--- src/rtl/esp32_boot_pkg.sv ---
// Shared definitions for the ESP32 boot sequencer.
// - FSM state encoding. The same 2-bit code is exported on state_o for LEDs and debug.
// - Bit positions of the strap pins inside strap_o.
// - Strap drive patterns for download mode and normal boot.
// - A small helper that sizes the shared delay counter.
package esp32_boot_pkg;

    typedef enum logic [1:0] {
        StIdle  = 2'd0,
        StReset = 2'd1,
        StSetup = 2'd2,
        StHold  = 2'd3
    } boot_state_e;

    // strap_o = {gpio13, gpio12, gpio4, gpio2, gpio0}
    localparam int unsigned StrapGpio0  = 0;
    localparam int unsigned StrapGpio2  = 1;
    localparam int unsigned StrapGpio4  = 2;
    localparam int unsigned StrapGpio12 = 3;
    localparam int unsigned StrapGpio13 = 4;

    // gpio12 must stay low (flash voltage); gpio13/gpio4 stay high in both modes.
    localparam logic [4:0] STRAP_DOWNLOAD = 5'b10100;
    localparam logic [4:0] STRAP_NORMAL   = 5'b10111;

    function automatic int unsigned max3(input int unsigned a, input int unsigned b,
                                         input int unsigned c);
        int unsigned m;
        m = (a > b) ? a : b;
        return (m > c) ? m : c;
    endfunction

endpackage

--- src/rtl/esp32_delay_counter.sv ---
// Shared up-counter for the boot sequencer phase timing.
// Ports:
//   clk_i     - clock
//   rst_ni    - synchronous active-low reset
//   clear_i   - force the count to zero on the next edge (has priority over en_i)
//   en_i      - increment the count
//   term_i    - terminal count of the current phase
//   expired_o - high while the count equals term_i
module esp32_delay_counter #(
    parameter int unsigned Width = 8
) (
    input  logic             clk_i,
    input  logic             rst_ni,
    input  logic             clear_i,
    input  logic             en_i,
    input  logic [Width-1:0] term_i,
    output logic             expired_o
);

    logic [Width-1:0] cnt_q, cnt_d;

    always_comb begin
        cnt_d = cnt_q;
        if (clear_i) begin
            cnt_d = '0;
        end else if (en_i) begin
            cnt_d = cnt_q + Width'(1);
        end
    end

    always_ff @(posedge clk_i) begin
        if (!rst_ni) begin
            cnt_q <= '0;
        end else begin
            cnt_q <= cnt_d;
        end
    end

    assign expired_o = (cnt_q == term_i);

endmodule

--- src/rtl/esp32_boot_sequencer.sv ---
// Drives the ESP32 into download mode or normal boot with a timed EN/strap sequence.
// It replaces host DTR/RTS toggling.
// Ports:
//   clk_25mhz - system clock
//   rstn      - synchronous active-low reset
//   req       - start request (level or pulse)
//   req_mode  - sampled with req: 1 = download, 0 = normal boot
//   hold      - keep the ESP32 in reset while high
//   en_oe     - 1 = pull wifi_en low; 0 = float
//   strap_oe  - 1 = drive strap pins with strap_o; 0 = strap pins Z
//   strap_o   - {gpio13, gpio12, gpio4, gpio2, gpio0} drive values
//   busy      - high while not idle
//   done      - one-cycle pulse on the first idle cycle after a completed sequence
//   state_o   - current state code
// Every output is registered from next-state values. An output therefore reflects the
// state entered on the same edge.
module esp32_boot_sequencer
    import esp32_boot_pkg::*;
#(
    parameter int unsigned C_en_low_cycles      = 2500000,
    parameter int unsigned C_strap_setup_cycles = 1250000,
    parameter int unsigned C_release_timeout    = 26
) (
    input  logic       clk_25mhz,
    input  logic       rstn,
    input  logic       req,
    input  logic       req_mode,
    input  logic       hold,
    output logic       en_oe,
    output logic       strap_oe,
    output logic [4:0] strap_o,
    output logic       busy,
    output logic       done,
    output logic [1:0] state_o
);

    localparam int unsigned CntW = max3($clog2(C_en_low_cycles), $clog2(C_strap_setup_cycles),
                                        C_release_timeout + 1);

    // Terminal counts are "cycles - 1" because the counter starts at 0 on state entry.
    localparam logic [CntW-1:0] TermReset = CntW'(C_en_low_cycles - 1);
    localparam logic [CntW-1:0] TermSetup = CntW'(C_strap_setup_cycles - 1);
    localparam logic [CntW-1:0] TermHold  = CntW'((64'd1 << C_release_timeout) - 64'd1);

    boot_state_e     state_q, state_d;
    logic            mode_q, mode_d;
    logic            en_oe_q, en_oe_d;
    logic            strap_oe_q, strap_oe_d;
    logic [4:0]      strap_q, strap_d;
    logic            busy_q, busy_d;
    logic            done_q, done_d;
    logic            cnt_clear, cnt_en, cnt_expired;
    logic [CntW-1:0] cnt_term;

    esp32_delay_counter #(
        .Width (CntW)
    ) u_delay_counter (
        .clk_i     (clk_25mhz),
        .rst_ni    (rstn),
        .clear_i   (cnt_clear),
        .en_i      (cnt_en),
        .term_i    (cnt_term),
        .expired_o (cnt_expired)
    );

    always_comb begin
        state_d = state_q;
        mode_d  = mode_q;
        unique case (state_q)
            StIdle: begin
                if (req) begin
                    state_d = StReset;
                    mode_d  = req_mode;
                end
            end
            StReset: begin
                if (!hold && cnt_expired) begin
                    state_d = StSetup;
                end
            end
            StSetup: begin
                if (hold) begin
                    state_d = StReset;
                end else if (cnt_expired) begin
                    state_d = StHold;
                end
            end
            StHold: begin
                // A new request restarts the sequence and re-latches the mode.
                if (req) begin
                    state_d = StReset;
                    mode_d  = req_mode;
                end else if (hold) begin
                    state_d = StReset;
                end else if (cnt_expired) begin
                    state_d = StIdle;
                end
            end
            default: state_d = StIdle;
        endcase
    end

    always_comb begin
        cnt_term = TermReset;
        unique case (state_q)
            StSetup: cnt_term = TermSetup;
            StHold:  cnt_term = TermHold;
            default: cnt_term = TermReset;
        endcase
    end

    // Clear the counter on every state change. Also clear it while hold pins RESET, so the
    // EN-low time restarts from the falling edge of hold.
    assign cnt_en    = (state_q != StIdle);
    assign cnt_clear = (state_d != state_q) || (state_q == StIdle)
                    || ((state_q == StReset) && hold);

    always_comb begin
        en_oe_d    = (state_d == StReset) || hold;
        strap_oe_d = (state_d != StIdle);
        strap_d    = (strap_oe_d && mode_d) ? STRAP_DOWNLOAD : STRAP_NORMAL;
        busy_d     = (state_d != StIdle);
        done_d     = (state_q == StHold) && (state_d == StIdle);
    end

    always_ff @(posedge clk_25mhz) begin
        if (!rstn) begin
            state_q    <= StIdle;
            mode_q     <= 1'b0;
            en_oe_q    <= 1'b0;
            strap_oe_q <= 1'b0;
            strap_q    <= STRAP_NORMAL;
            busy_q     <= 1'b0;
            done_q     <= 1'b0;
        end else begin
            state_q    <= state_d;
            mode_q     <= mode_d;
            en_oe_q    <= en_oe_d;
            strap_oe_q <= strap_oe_d;
            strap_q    <= strap_d;
            busy_q     <= busy_d;
            done_q     <= done_d;
        end
    end

    assign en_oe    = en_oe_q;
    assign strap_oe = strap_oe_q;
    assign strap_o  = strap_q;
    assign busy     = busy_q;
    assign done     = done_q;
    assign state_o  = state_q;

endmodule

--- config.mk ---
export PLATFORM = sky130hd
export DESIGN_NAME = esp32_boot_sequencer
export DESIGN_NICKNAME = d
export VERILOG_FILES = /design/src/rtl/esp32_boot_pkg.sv /design/src/rtl/esp32_delay_counter.sv /design/src/rtl/esp32_boot_sequencer.sv
export SDC_FILE = /design/constraint.sdc
export NUM_CORES = 1
export LEC_CHECK = 0
export ABC_AREA = 1
export BUFFER_PORTS_ARGS = -buffer_cell sky130_fd_sc_hd__buf_4
export CAP_MARGIN = 25
export CORE_UTILIZATION = 60
export DETAILED_ROUTE_END_ITERATION = 7
export PLACE_DENSITY = 0.79
export SLEW_MARGIN = 20
export SYNTH_ARGS = -nofsm -noshare
export SYNTH_HDL_FRONTEND = slang
export SYNTH_HIERARCHICAL = 1
export SYNTH_SLANG_ARGS = --single-unit
--- constraint.sdc ---
create_clock -name clk_25mhz -period 3.9 [get_ports clk_25mhz]
set_input_delay 0.39 -clock clk_25mhz [delete_from_list [all_inputs] [get_ports clk_25mhz]]
set_output_delay 0.39 -clock clk_25mhz [all_outputs]
set_load 0.005 [all_outputs]
Yosys cells after proc, flatten, opt, wreduce, memory -nomap -nowiden
Index checks and enable logic that the tools add are counted.
{ "word_totals": {"output_inout_bits": 11, "regBits": 38} }
{ "classes": {"addsub": 1, "eq_ne": 6, "n_reduce_logical": 14, "bitwise_logic": 1, "n_mux": 12} }
{ "ops": {"columns": ["cell", "count"], "rows": [
  ["$pmux W26 S2", 1],
  ["$add A27 B1 Y27 const B", 1],
  ["$eq A27 B26 Y1", 1],
  ["$mux W2", 8],
  ["$pmux W2 S4", 1],
  ["$eq A2 B1 Y1 const B", 2],
  ["$eq A2 B2 Y1 const B", 2],
  ["$logic_and A1 B1 Y1", 4],
  ["$logic_not A2 Y1", 2],
  ["$reduce_bool A2 Y1", 2],
  ["$reduce_or A2 Y1", 2],
  ["$logic_or A1 B1 Y1", 3],
  ["$mux W1", 2],
  ["$ne A2 B2 Y1", 1],
  ["$logic_not A1 Y1", 1],
  ["$not A1 Y1", 1]
]} }

Logic depth before layout (Yosys ltp)
Gate-level depths: netlist of the first run.
{ "logic_depth": {"ltp_word": 11, "mapped_depth": 21, "mapped_depth_nobuf": 21} }

Modules after synthesis
The synthesis of the first run kept the hierarchy.
{ "by_module_without_submodules": {"columns": ["module", "instances", "seq_area_each_um2", "cells_per_inst", "area_each_um2"], "rows": [
  ["esp32_delay_counter", 1, 540.5, 265, 1734.2],
  ["esp32_boot_sequencer", 1, 140.1, 79, 534.3]
]} }

Least setup slack after synthesis of the first run
Ideal clock, no wire load.
{ "synth_path": {"path_kind": "reg2reg", "from": "register state_q[0] (netlist: state_o[0])", "to": "register u_delay_counter.cnt_q[10]", "t_arrival_ps": 2974, "required_time_ps": 3830, "stages_incl_launch_ff": 20, "path_slack_ps": 856, "setup_time_ps": 70, "path_cell_list": "dfxtp_1 -> ha_1 -> or2_2 -> xor2_1 -> nor2_1 -> nand2_1 -> nor2_1 -> nand2_1 -> nor2_1 -> inv_1 -> nand2_1 -> nand3_1 -> nand2_4 -> nand2_1 -> nand3b_1 -> nand3_1 -> nor2_1 -> clkbuf_1 -> o21ai_0 -> a21oi_1"} }
{ "synth_between": {"elab_chain_cells": 11, "word_cells_on_any_way": 21} }
{ "synth_rtl": {"columns": ["item", "line_no", "rtl"], "rows": [
  ["start: declaration", "esp32_boot_sequencer.sv:45", "boot_state_e state_q, state_d;"],
  ["start signal: assignment", "esp32_boot_sequencer.sv:128", "state_q <= StIdle;"],
  ["start signal: assignment", "esp32_boot_sequencer.sv:136", "state_q <= state_d;"],
  ["$eq A2 B2 Y1", "esp32_boot_sequencer.sv:105", "unique case (state_q)"],
  ["$pmux W26 S2 *", "esp32_boot_sequencer.sv:105", null],
  ["net cnt_term[11]", "esp32_boot_sequencer.sv:53", "logic [CntW-1:0] cnt_term;"],
  ["$eq A27 B26 Y1 *", "esp32_delay_counter.sv:39", "assign expired_o = (cnt_q == term_i);"],
  ["net cnt_expired", "esp32_boot_sequencer.sv:52", "logic cnt_clear, cnt_en, cnt_expired;"],
  ["$mux W2", "esp32_boot_sequencer.sv:95", "end else if (cnt_expired) begin"],
  ["$mux W2", "esp32_boot_sequencer.sv:93", "end else if (hold) begin"],
  ["$mux W2", "esp32_boot_sequencer.sv:90", "if (req) begin"],
  ["$pmux W2 S4 *", "esp32_boot_sequencer.sv:69", "unique case (state_q)"],
  ["$ne A2 B2 Y1 *", "esp32_boot_sequencer.sv:115", "assign cnt_clear = (state_d != state_q) || (state_q == StIdle)"],
  ["$logic_or A1 B1 Y1 *", "esp32_boot_sequencer.sv:115", null],
  ["$logic_or A1 B1 Y1 *", "esp32_boot_sequencer.sv:116", "|| ((state_q == StReset) && hold);"],
  ["net cnt_clear", "esp32_boot_sequencer.sv:52", null],
  ["$reduce_or A2 Y1 (no source line) *", null, null],
  ["end signal: assignment", "esp32_delay_counter.sv:35", "cnt_q <= cnt_d;"],
  ["end: declaration", "esp32_delay_counter.sv:20", "logic [Width-1:0] cnt_q, cnt_d;"]
]} }
The timed path passes the listed nets; every way through them passes the cells marked *.
A chain may end at the register's enable or synchronous reset.

Worst setup path in the final report of the first run
{ "layout_path": {"from": "register state_q[0] (netlist: state_o[0])", "to": "register u_delay_counter.cnt_q[4]"} }
Same word-level chain as after synthesis.

==> impl_metrics.yaml, run 1 <==
routing:
  wl_met3_um: 338
  drt_pass1_iterations: 4
  vias: 2110
  viasPerCell: 5.10
  drtAntennaViolNets: 0
  wl_met1_um: 2250
  routed_wl_um: 4860
  top_layer_used: "met4"
  met2WireLength_um: 2210
  drtIter0Drc: 169
  drc: 0
  post_drt_wl_per_cell_um: 11.7
grt:
  grt_pass1_vias: 1773
  grt.total_usage: 0.258
  grt_max_degree: 18
  grt_pass1_wl_um: 8050
  antenna_found_initial: 0
  grt-ovfl-total: 0
placement:
  dpl.cell_count: 406
  routabilityCongestion: 0.902
  port_buffers: 12
  hpwl_um: 3750
logic_synthesis:
  syn_avg_cell_area_sq_um: 6.59
  synth_seq_cells: 34
  yosys.area.top_type: "dfxtp_1"
  synth_edf_count: 0
  netlist_instances: 344
  async_flop_share: 0
  seq_area_frac_synth: 0.300
  ys_warn_count: 6
  synthFlopType: "dfxtp_1"
  synth.top_cell.area_share: 0.300
  ys_types: 32
  syn_area_sq_um: 2270
  synth_top_cells_by_area: "dfxtp_1 30%, nand2_1 14%, nor2_1 9.9%"
critical_path:
  worst_setup_path_start_kind: "flop"
  required_ns: 4.14
  path_cells: "inv_1 -> ha_1 -> or2_2 -> xor2_1 -> nor2_1 -> nand2_1 -> nor2_1 -> nand2_1 -> nor2_1 -> inv_1 -> nand2_1 -> nand3_1 -> nand2_4 -> nand2_1 -> nand3b_1 -> nand3_1 -> nor2_1 -> buf_4 -> inv_1 -> a21oi_1 -> o21a_1"
  worst-setup-path-type: "flop to flop"
  crit_slowest_cell: "dfxtp_1"
  critical-path-top-delay-family: "simple AND/OR/NAND/NOR gates"
  slowest_delay_ns: 0.45
  critPathArrivalTime_ns: 3.51
  endpoint_kind: "flop"
  critPathBufInv: 4
  crit_path_max_fanout: 17
cts:
  cts_hold_buffers: 0
  clock-sinks: 34
  cts_buffer_depth: 2
  cts_tree: "yes"
  postCtsSetupBuffers: 0
  post_cts_resized: 0
  numCtsBuffers: 5
  cts_root_buf: "clkbuf_8"
  clkTransAtPathRegs_ns: 0.07
  clkLatencyLatePin_ns: 0.29
  htreeDepth: 2
power:
  p_switching_uw: 172
  p_per_area_nw_per_um2: 277
  p_comb_frac: 0.103
  clockPowerShare: 0.384
  p_sw_frac: 0.247
  intPower_uw: 525
  p_leak_uw: 0.000983
  ir_drop_mv: 0.213
  totalPowerFinal_uw: 697
  power.share.sequential: 0.513
flow_run:
  drv_cap: 0
floorplanning:
  die_w_um: 63.5
  rows: 21
  initial_core_util: 0.654
  die-area_sq_um: 4030
  ios: 16
  die_h_um: 63.5
  core-area_sq_um: 3470
timing:
  skew_ns: 0.00348
  setup_tns_ns: 0
  fin_crit_sh: 0.839
  hold_viol: 0
  fmax_mhz: 305
  report.final.slew_viol_count: 0
  period_minus_slack_ns: 3.27
  rsz0062_at_grt: "no"
  finalSetupViolations: 0
finish:
  syn2layout_area_growth_pct: 10.9
  nFillCells: 315
  final_cell_mix: "82 x nand2_1, 60 x nor2_1, 35 x inv_1, 34 x dfxtp_1, 21 x nand3_1"
  antennaDiodeCount: 0
  final_common_cell: "nand2_1"
  final_cells: 414
  multiInputGateArea_sq_um: 1430
  nets: 378
  seqCellArea_sq_um: 681
  layout-drive-gt1-share: 0.122
  fin_util: 0.725
run_status:
  status: "complete, no violations"
worst_hold_path:
  hold_class: "primary input to flop"
==> layer usage <==
layer / vias to the layer above / global-route usage
met3: 8 / 0.0580
met4: 0 / 0.0938
met1: 932 / 0.350
met2: 62 / 0.398
li1: 1108 / -
met5: - / 0
==> logic make-up (layout without fill, tap and decap cells) <==
kind of cell,Yosys count,count (layout),share of synthesized area
compound gates,33,33,0.0849
xor+xnor,28,28,0.108
fa+ha+maj,6,6,0.0331
buf+inv,45,61,0.0827
flops,34,34,0.300
other cells,2,10,0.00331
simple gates,196,196,0.388
==> power by group through the flow <==
stage                     clock network, uW  registers (uW)  logic (uW)
after global routing                    291             358        80.2
final                                   268             357        72.0
after CTS                               275             357        71.8
after global placement                    0             365        70.8
after detailed placement                  0             365        71.5
after floorplan                           0             365        50.7
==> per-stage QoR <==
stage | area (sq um) | hold WS, ns | worst slack [ns]
final | 2510 | 0.349 | 0.627
after global routing | 2510 | 0.359 | 0.304
after CTS | 2510 | 0.342 | 0.642
after detailed placement | 2420 | 0.508 | 0.661
after global placement | 2420 | 0.498 | 0.803
after floorplan | 2300 | 0.475 | 0.856
==> final timing paths <==
check                                         from                                     to  slack [ns]  cells after the start
min                                           hold                       en_oe$_SDFF_PN0_        0.35                      3
max reg2reg                  state_o[0]$_SDFF_PN0_  u_delay_counter/cnt_q[4]$_SDFFE_PP0P_        0.63                     21
max                          state_o[0]$_SDFF_PN0_  u_delay_counter/cnt_q[4]$_SDFFE_PP0P_        0.63                     21
min reg2reg  u_delay_counter/cnt_q[7]$_SDFFE_PP0P_  u_delay_counter/cnt_q[7]$_SDFFE_PP0P_        0.52                      2
==> state kept, by name, indices dropped and copies added (netlist names) <==
register	count
u_delay_counter/cnt_q	27
state_o	2
busy	1
done	1
en_oe	1
mode_q	1
strap_o	1
==> synthesized netlist by cell type, types with 2 or more instances <==
cell and instances:
dfxtp_1 34, inv_1 35, a21oi_1 18, nor2_4 4, nand4_1 4, o21a_1 2, nor2_2 4, conb_1 2
o21ai_0 9, inv_2 3, nor3_1 7, nor2_1 60, xor2_1 12, nand3_1 21, buf_4 5, nand2_1 82
xnor2_1 16, ha_1 6, nand2_2 6, nand3b_1 2
==> worst register-to-register path, cell delays in order, from the launching register on <==
cell and delay, ns:
dfxtp_1 0.45, inv_1 0.16, ha_1 0.25, or2_2 0.36
xor2_1 0.16, nor2_1 0.10, nand2_1 0.06, nor2_1 0.10
nand2_1 0.06, nor2_1 0.18, inv_1 0.09, nand2_1 0.07
nand3_1 0.10, nand2_4 0.11, nand2_1 0.06, nand3b_1 0.08
nand3_1 0.08, nor2_1 0.14, buf_4 0.23, inv_1 0.11
a21oi_1 0.14, o21a_1 0.14
==> area by class of cell <==
cell class / count / share of cell area
multi-input cells: 273 / 0.569
flip-flops and latches: 34 / 0.271
inverters: 38 / 0.0567
repair buffers: 15 / 0.0448
clock buffers: 7 / 0.0343
well taps: 46 / 0.0229
clock inverters: 1 / 0.00199
Power figures use the tool's default switching activity.
==> run 2: changes to the inputs <==
--- a/config.mk
+++ b/config.mk
@@ -5,10 +5,10 @@
 export SDC_FILE = /design/constraint.sdc
 export NUM_CORES = 1
 export LEC_CHECK = 0
-export ABC_AREA = 1
+export ABC_AREA = 0
 export BUFFER_PORTS_ARGS = -buffer_cell sky130_fd_sc_hd__buf_4
 export CAP_MARGIN = 25
-export CORE_UTILIZATION = 60
+export CORE_UTILIZATION = 59
 export DETAILED_ROUTE_END_ITERATION = 7
 export PLACE_DENSITY = 0.79
 export SLEW_MARGIN = 20
==> constraint.sdc (replaced) <==
create_clock -name clk_25mhz -period 3.3 [get_ports clk_25mhz]
set_input_delay 0.33 -clock clk_25mhz [delete_from_list [all_inputs] [get_ports clk_25mhz]]
set_output_delay 0.33 -clock clk_25mhz [all_outputs]
set_load 0.005 [all_outputs]
==> impl_metrics.yaml, run 2 <==
run_status:
  status: "finished with violations"
  violations: "setup timing"
power:
  ir_drop_mv: 0.331
  p_per_area_nw_per_um2: 347
  p_leak_uw: 0.000970
  totalPowerFinal_uw: 909
logic_synthesis:
  seq_area_frac_synth: 0.329
  syn_area_sq_um: 2070
  netlist_instances: 242
  synth.top_cell.area_share: 0.329
  async_flop_share: 0
  syn_avg_cell_area_sq_um: 8.56
  synthFlopType: "dfxtp_1"
  yosys.area.top_type: "dfxtp_1"
  ys_warn_count: 6
  netlist_top_cells_count: "34 x dfxtp_1, 24 x xor2_1, 20 x nor2_1"
  synth_edf_count: 0
  synth_most_common_cell: "dfxtp_1"
  ys_types: 46
  synth_seq_cells: 34
  synth_top_cells_by_area: "dfxtp_1 33%, xor2_1 10%, xnor2_1 6.8%"
critical_path:
  crit_slowest_cell: "or4_4"
  crit_path_max_fanout: 4
  endpoint_kind: "flop"
  critPathArrivalTime_ns: 3.71
  critPathBufInv: 1
  slowest_delay_ns: 0.42
  cp.depth: 15
  worst_setup_path_start_kind: "flop"
  r2r_cells: 15
  path_cells: "inv_6 -> ha_4 -> or2_4 -> xor2_1 -> nor4_1 -> nand4_1 -> nor4_4 -> nand2b_1 -> o2bb2ai_2 -> o32ai_4 -> nor2_1 -> a211o_1 -> or2b_4 -> or4_4 -> nand2_2"
  required_ns: 3.60
  worst-setup-path-type: "flop to flop"
  critical-path-top-delay-family: "simple AND/OR/NAND/NOR gates"
grt:
  grt_pass1_vias: 1668
  use_met1: 0.372
  grt.total_usage: 0.300
  grtUsageMet3: 0.0819
  antenna_found_initial: 0
  grtUsageMet2: 0.478
  grt-ovfl-total: 0
  grt_pass1_wl_um: 7930
  grt_max_degree: 14
  grt_busiest_layer: "met2"
finish:
  nFillCells: 245
  multiInputGateArea_sq_um: 1440
  syn2layout_area_growth_pct: 26.3
  seqCellArea_sq_um: 688
  largest_reg_flops: 27
  top_register: "u_delay_counter/cnt_q"
  final_cell_mix: "32 x dfxtp_1, 26 x buf_4, 24 x xor2_1, 15 x nor2_1, 13 x xnor2_1"
  nets: 281
  antennaDiodeCount: 0
  final_common_cell: "dfxtp_1"
  fin_util: 0.778
  layout-drive-gt1-share: 0.280
timing:
  fmax_mhz: 293
  fin_crit_sh: 1.03
  finalSetupViolations: 3
  report.final.slew_viol_count: 0
  fin_ws_ns: -0.108
  worstMarginPinSlew_ns: 0.821
  hold_viol: 0
  skew_ns: 0.00960
  max_slew_margin: 0.448
  period_minus_slack_ns: 3.41
  rsz0062_at_grt: "yes"
placement:
  hpwl_um: 3280
  port_buffers: 12
  routabilityCongestion: 0.928
cts:
  numCtsBuffers: 5
  cts_hold_buffers: 0
  cts_buffer_depth: 2
  cts_root_buf: "clkbuf_4"
  htreeDepth: 2
  cts_tree: "yes"
  clkLatencyLatePin_ns: 0.35
  clkTransAtPathRegs_ns: 0.11
  clock-sinks: 34
routing:
  viasPerCell: 5.87
  drt_pass1_iterations: 4
  drtIter0Drc: 121
  vias: 1862
  drc: 0
  routed_wl_um: 5250
  post_drt_wl_per_cell_um: 16.5
  drtAntennaViolNets: 0
flow_run:
  drv_cap: 0
worst_hold_path:
  whs_path_depth: 3
  hold_class: "primary input to flop"
floorplanning:
  initial_core_util: 0.616
  ios: 16
  rows: 21
  die_h_um: 61.3
  die-area_sq_um: 3750
  die_w_um: 61.3
  core-area_sq_um: 3360
==> run 2: worst paths after layout <==
path | from | endpoint | slack [ns]
min | rstn | en_oe$_SDFF_PN0_ | 0.24
max | state_o[0]$_SDFF_PN0_ | u_delay_counter/cnt_q[20]$_SDFFE_PP0P_ | -0.11
max reg2reg | state_o[0]$_SDFF_PN0_ | u_delay_counter/cnt_q[20]$_SDFFE_PP0P_ | -0.11
min reg2reg | mode_q$_SDFF_PN0_ | mode_q$_SDFF_PN0_ | 0.49
==> run 2: worst register-to-register path: stages (launching register included) <==
cell and delay (ns):
dfxtp_4 0.40, inv_6 0.05, ha_4 0.16, or2_4 0.25
xor2_1 0.14, nor4_1 0.28, nand4_1 0.21, nor4_4 0.26
nand2b_1 0.14, o2bb2ai_2 0.17, o32ai_4 0.14, nor2_1 0.08
a211o_1 0.30, or2b_4 0.28, or4_4 0.42, nand2_2 0.07
==> run 2: cells by family (layout without fill, tap and decap cells) <==
family	count (synthesis)	count (layout)	share of synthesized area
AND/OR/NAND/NOR	91	91	0.251
XOR/XNOR	40	40	0.169
buffers and inverters	28	49	0.0743
multiplexers	1	1	0.00483
AO/OA/AOI/OAI	40	40	0.132
adder cells (fa/ha/maj)	6	6	0.0362
flip-flops	34	34	0.329
other	2	10	0.00362
==> run 2: through the flow <==
step           std cells  area [sq um]  setup slack, ns  TNS [ns]  hold WS [ns]
6_report             317          2620           -0.108    -0.119         0.235
2_1_floorplan        250          2150           0.0302         0         0.438
3_3_place_gp         295          2220         -0.00999  -0.00999         0.476
4_1_cts              309          2420          0.00771         0         0.224
3_5_place_dp         295          2220          -0.0462   -0.0771         0.476
5_1_grt              317          2620           -0.219     -1.92         0.239
==> run 2: area by class of cell <==
type	instances	share of cell area
clock inverter	1	0.0115
inverter	9	0.0148
timing repair buffer	32	0.110
clock buffer	7	0.0292
multi-input combinational	188	0.549
tap	46	0.0220
sequential	34	0.263
==> run 2: power by group <==
part / switching, uW / total (uW) / leakage [uW] / internal, uW
Clock: 150 / 376 / 0.0000567 / 226
Sequential: 5.41 / 421 / 0.000276 / 416
Combinational: 58.0 / 112 / 0.000637 / 53.7
==> run 2: what timing repair did <==
item,CTS,global route
endpoints found under the setup margin,3,30
hold endpoints to repair,0,0
setup buffers,6,7
pin swaps,8,10
resized for setup,4,30
cloned,0,1
==> run 2: metal layers <==
metal	vias up	share of wire	wire, um
li1	913	-	-
met5	-	0	0
met2	70	0.48	2540
met1	866	0.43	2270
met3	13	0.056	295
met4	0	0.027	142
==> run 3: changes to the inputs <==
--- a/config.mk
+++ b/config.mk
@@ -11,6 +11,7 @@
 export CORE_UTILIZATION = 59
 export DETAILED_ROUTE_END_ITERATION = 7
 export PLACE_DENSITY = 0.79
+export RECOVER_POWER = 100
 export SLEW_MARGIN = 20
 export SYNTH_ARGS = -nofsm -noshare
 export SYNTH_HDL_FRONTEND = slang
==> impl_metrics.yaml, run 3 (synthesis gave the netlist of run 2 again) <==
worst_hold_path:
  hold_class: "primary input to flop"
grt:
  grt_pass1_vias: 1668
  grt_max_degree: 14
  grt-ovfl-total: 0
  grt_pass1_wl_um: 7930
  grt.total_usage: 0.300
  antenna_found_initial: 0
finish:
  final_cell_mix: "32 x dfxtp_1, 24 x xor2_1, 20 x buf_4, 15 x nor2_1, 13 x xnor2_1"
  largest_reg_flops: 27
  fin_util: 0.778
  multiInputGateArea_sq_um: 1440
  seqCellArea_sq_um: 688
  syn2layout_area_growth_pct: 26.3
  nFillCells: 245
  top_register: "u_delay_counter/cnt_q"
  final_common_cell: "dfxtp_1"
  nets: 281
  antennaDiodeCount: 0
  fin_area_sq_um: 2620
  layout-drive-gt1-share: 0.280
power:
  p_sw_frac: 0.235
  intPower_uw: 695
  p_leak_uw: 0.000969
  power.share.sequential: 0.463
  p_switching_uw: 214
  clockPowerShare: 0.414
  p_comb_frac: 0.123
  totalPowerFinal_uw: 909
  ir_drop_mv: 0.331
  p_per_area_nw_per_um2: 347
timing:
  setup_tns_ns: -0.347
  fin_crit_sh: 1.04
  period_minus_slack_ns: 3.44
  worstMarginPinSlew_ns: 0.820
  report.final.slew_viol_count: 0
  max_slew_margin: 0.448
  fmax_mhz: 291
  skew_ns: 0.00856
  hold_viol: 0
  fin_hold_ws_ns: 0.234
  fin_ws_ns: -0.138
  rsz0062_at_grt: "yes"
  finalSetupViolations: 8
floorplanning:
  die_h_um: 61.3
  die-area_sq_um: 3750
  rows: 21
  die_w_um: 61.3
  initial_core_util: 0.616
  ios: 16
  core-area_sq_um: 3360
cts:
  numCtsBuffers: 5
  cts_hold_buffers: 0
  htreeDepth: 2
  clkLatencyLatePin_ns: 0.35
  cts_root_buf: "clkbuf_4"
  clkTransAtPathRegs_ns: 0.11
  clock-sinks: 34
  cts_tree: "yes"
  cts_buffer_depth: 2
critical_path:
  worst_setup_path_start_kind: "flop"
  worst-setup-path-type: "flop to flop"
  critPathArrivalTime_ns: 3.74
  endpoint_kind: "flop"
  ff2ff_setup_slack_ns: -0.14
  crit_path_max_fanout: 4
  required_ns: 3.60
run_status:
  status: "finished with violations"
  violations: "setup timing"
routing:
  vias: 1885
  drtIter0Drc: 121
  viasPerCell: 5.95
  drtAntennaViolNets: 0
  drc: 0
  drt_pass1_iterations: 4
  post_drt_wl_per_cell_um: 16.6
  routed_wl_um: 5270
placement:
  port_buffers: 12
  routabilityCongestion: 0.928
  hpwl_um: 3280
  placedInstanceArea_sq_um: 2220
flow_run:
  drv_cap: 0
-- run 3: cell types whose count changed in the layout (fill, tap and decap cells not counted) --
cell      delta
clkbuf_4     +6
buf_4        -6
-- run 3: stage by stage --
stage                     worst slack [ns]  instances
after CTS                          0.00771        309
after detailed placement           -0.0462        295
final                               -0.138        317
after global placement            -0.00999        295
after global routing                -0.219        317
after floorplan                     0.0302        250
-- run 3: layout make-up --
class                           count  share of cell area
Clock buffer                        7              0.0292
Timing Repair Buffer               32               0.110
Sequential cell                    34               0.263
Clock inverter                      1              0.0115
Tap cell                           46              0.0220
Inverter                            9              0.0148
Multi-Input combinational cell    188               0.549
-- run 3: power groups by stage --
stage / Sequential [uW] / Clock (uW) / Combinational, uW
CTS: 421 / 380 / 87.1
detailed placement: 432 / 0 / 78.8
global route: 422 / 397 / 119
finish: 421 / 376 / 112
floorplan: 432 / 0 / 55.5
global placement: 432 / 0 / 78.6
-- run 3: path summary, 6_finish.rpt --
check | startpoint | depth (start not counted) | to
min reg2reg | mode_q$_SDFF_PN0_ | 2 | mode_q$_SDFF_PN0_
max reg2reg | state_o[0]$_SDFF_PN0_ | 15 | u_delay_counter/cnt_q[20]$_SDFFE_PP0P_
min | rstn | 3 | en_oe$_SDFF_PN0_
max | state_o[0]$_SDFF_PN0_ | 15 | u_delay_counter/cnt_q[20]$_SDFFE_PP0P_
-- run 3: per-layer routing --
layer / track usage / wire, um
met3: 0.0819 / 347
met1: 0.372 / 2240
met2: 0.478 / 2540
met5: 0 / 0
met4: 0.153 / 153
-- run 3: critical path: stages, from the launching register on --
cell and delay (ns):
dfxtp_4 0.40, inv_6 0.05, ha_4 0.16, or2_4 0.25
xor2_1 0.15, nor4_1 0.30, nand4_1 0.21, nor4_4 0.27
nand2b_1 0.14, o2bb2ai_2 0.17, o32ai_4 0.14, nor2_1 0.08
a211o_1 0.30, or2b_4 0.28, or4_4 0.42, nand2_2 0.07
-- run 3: what timing repair did --
action / 4_1_cts / 5_1_grt
gates resized for setup: 4 / 30
setup endpoints to repair: 3 / 30
pin swaps: 8 / 10
setup buffers: 6 / 7
gates cloned: 0 / 1
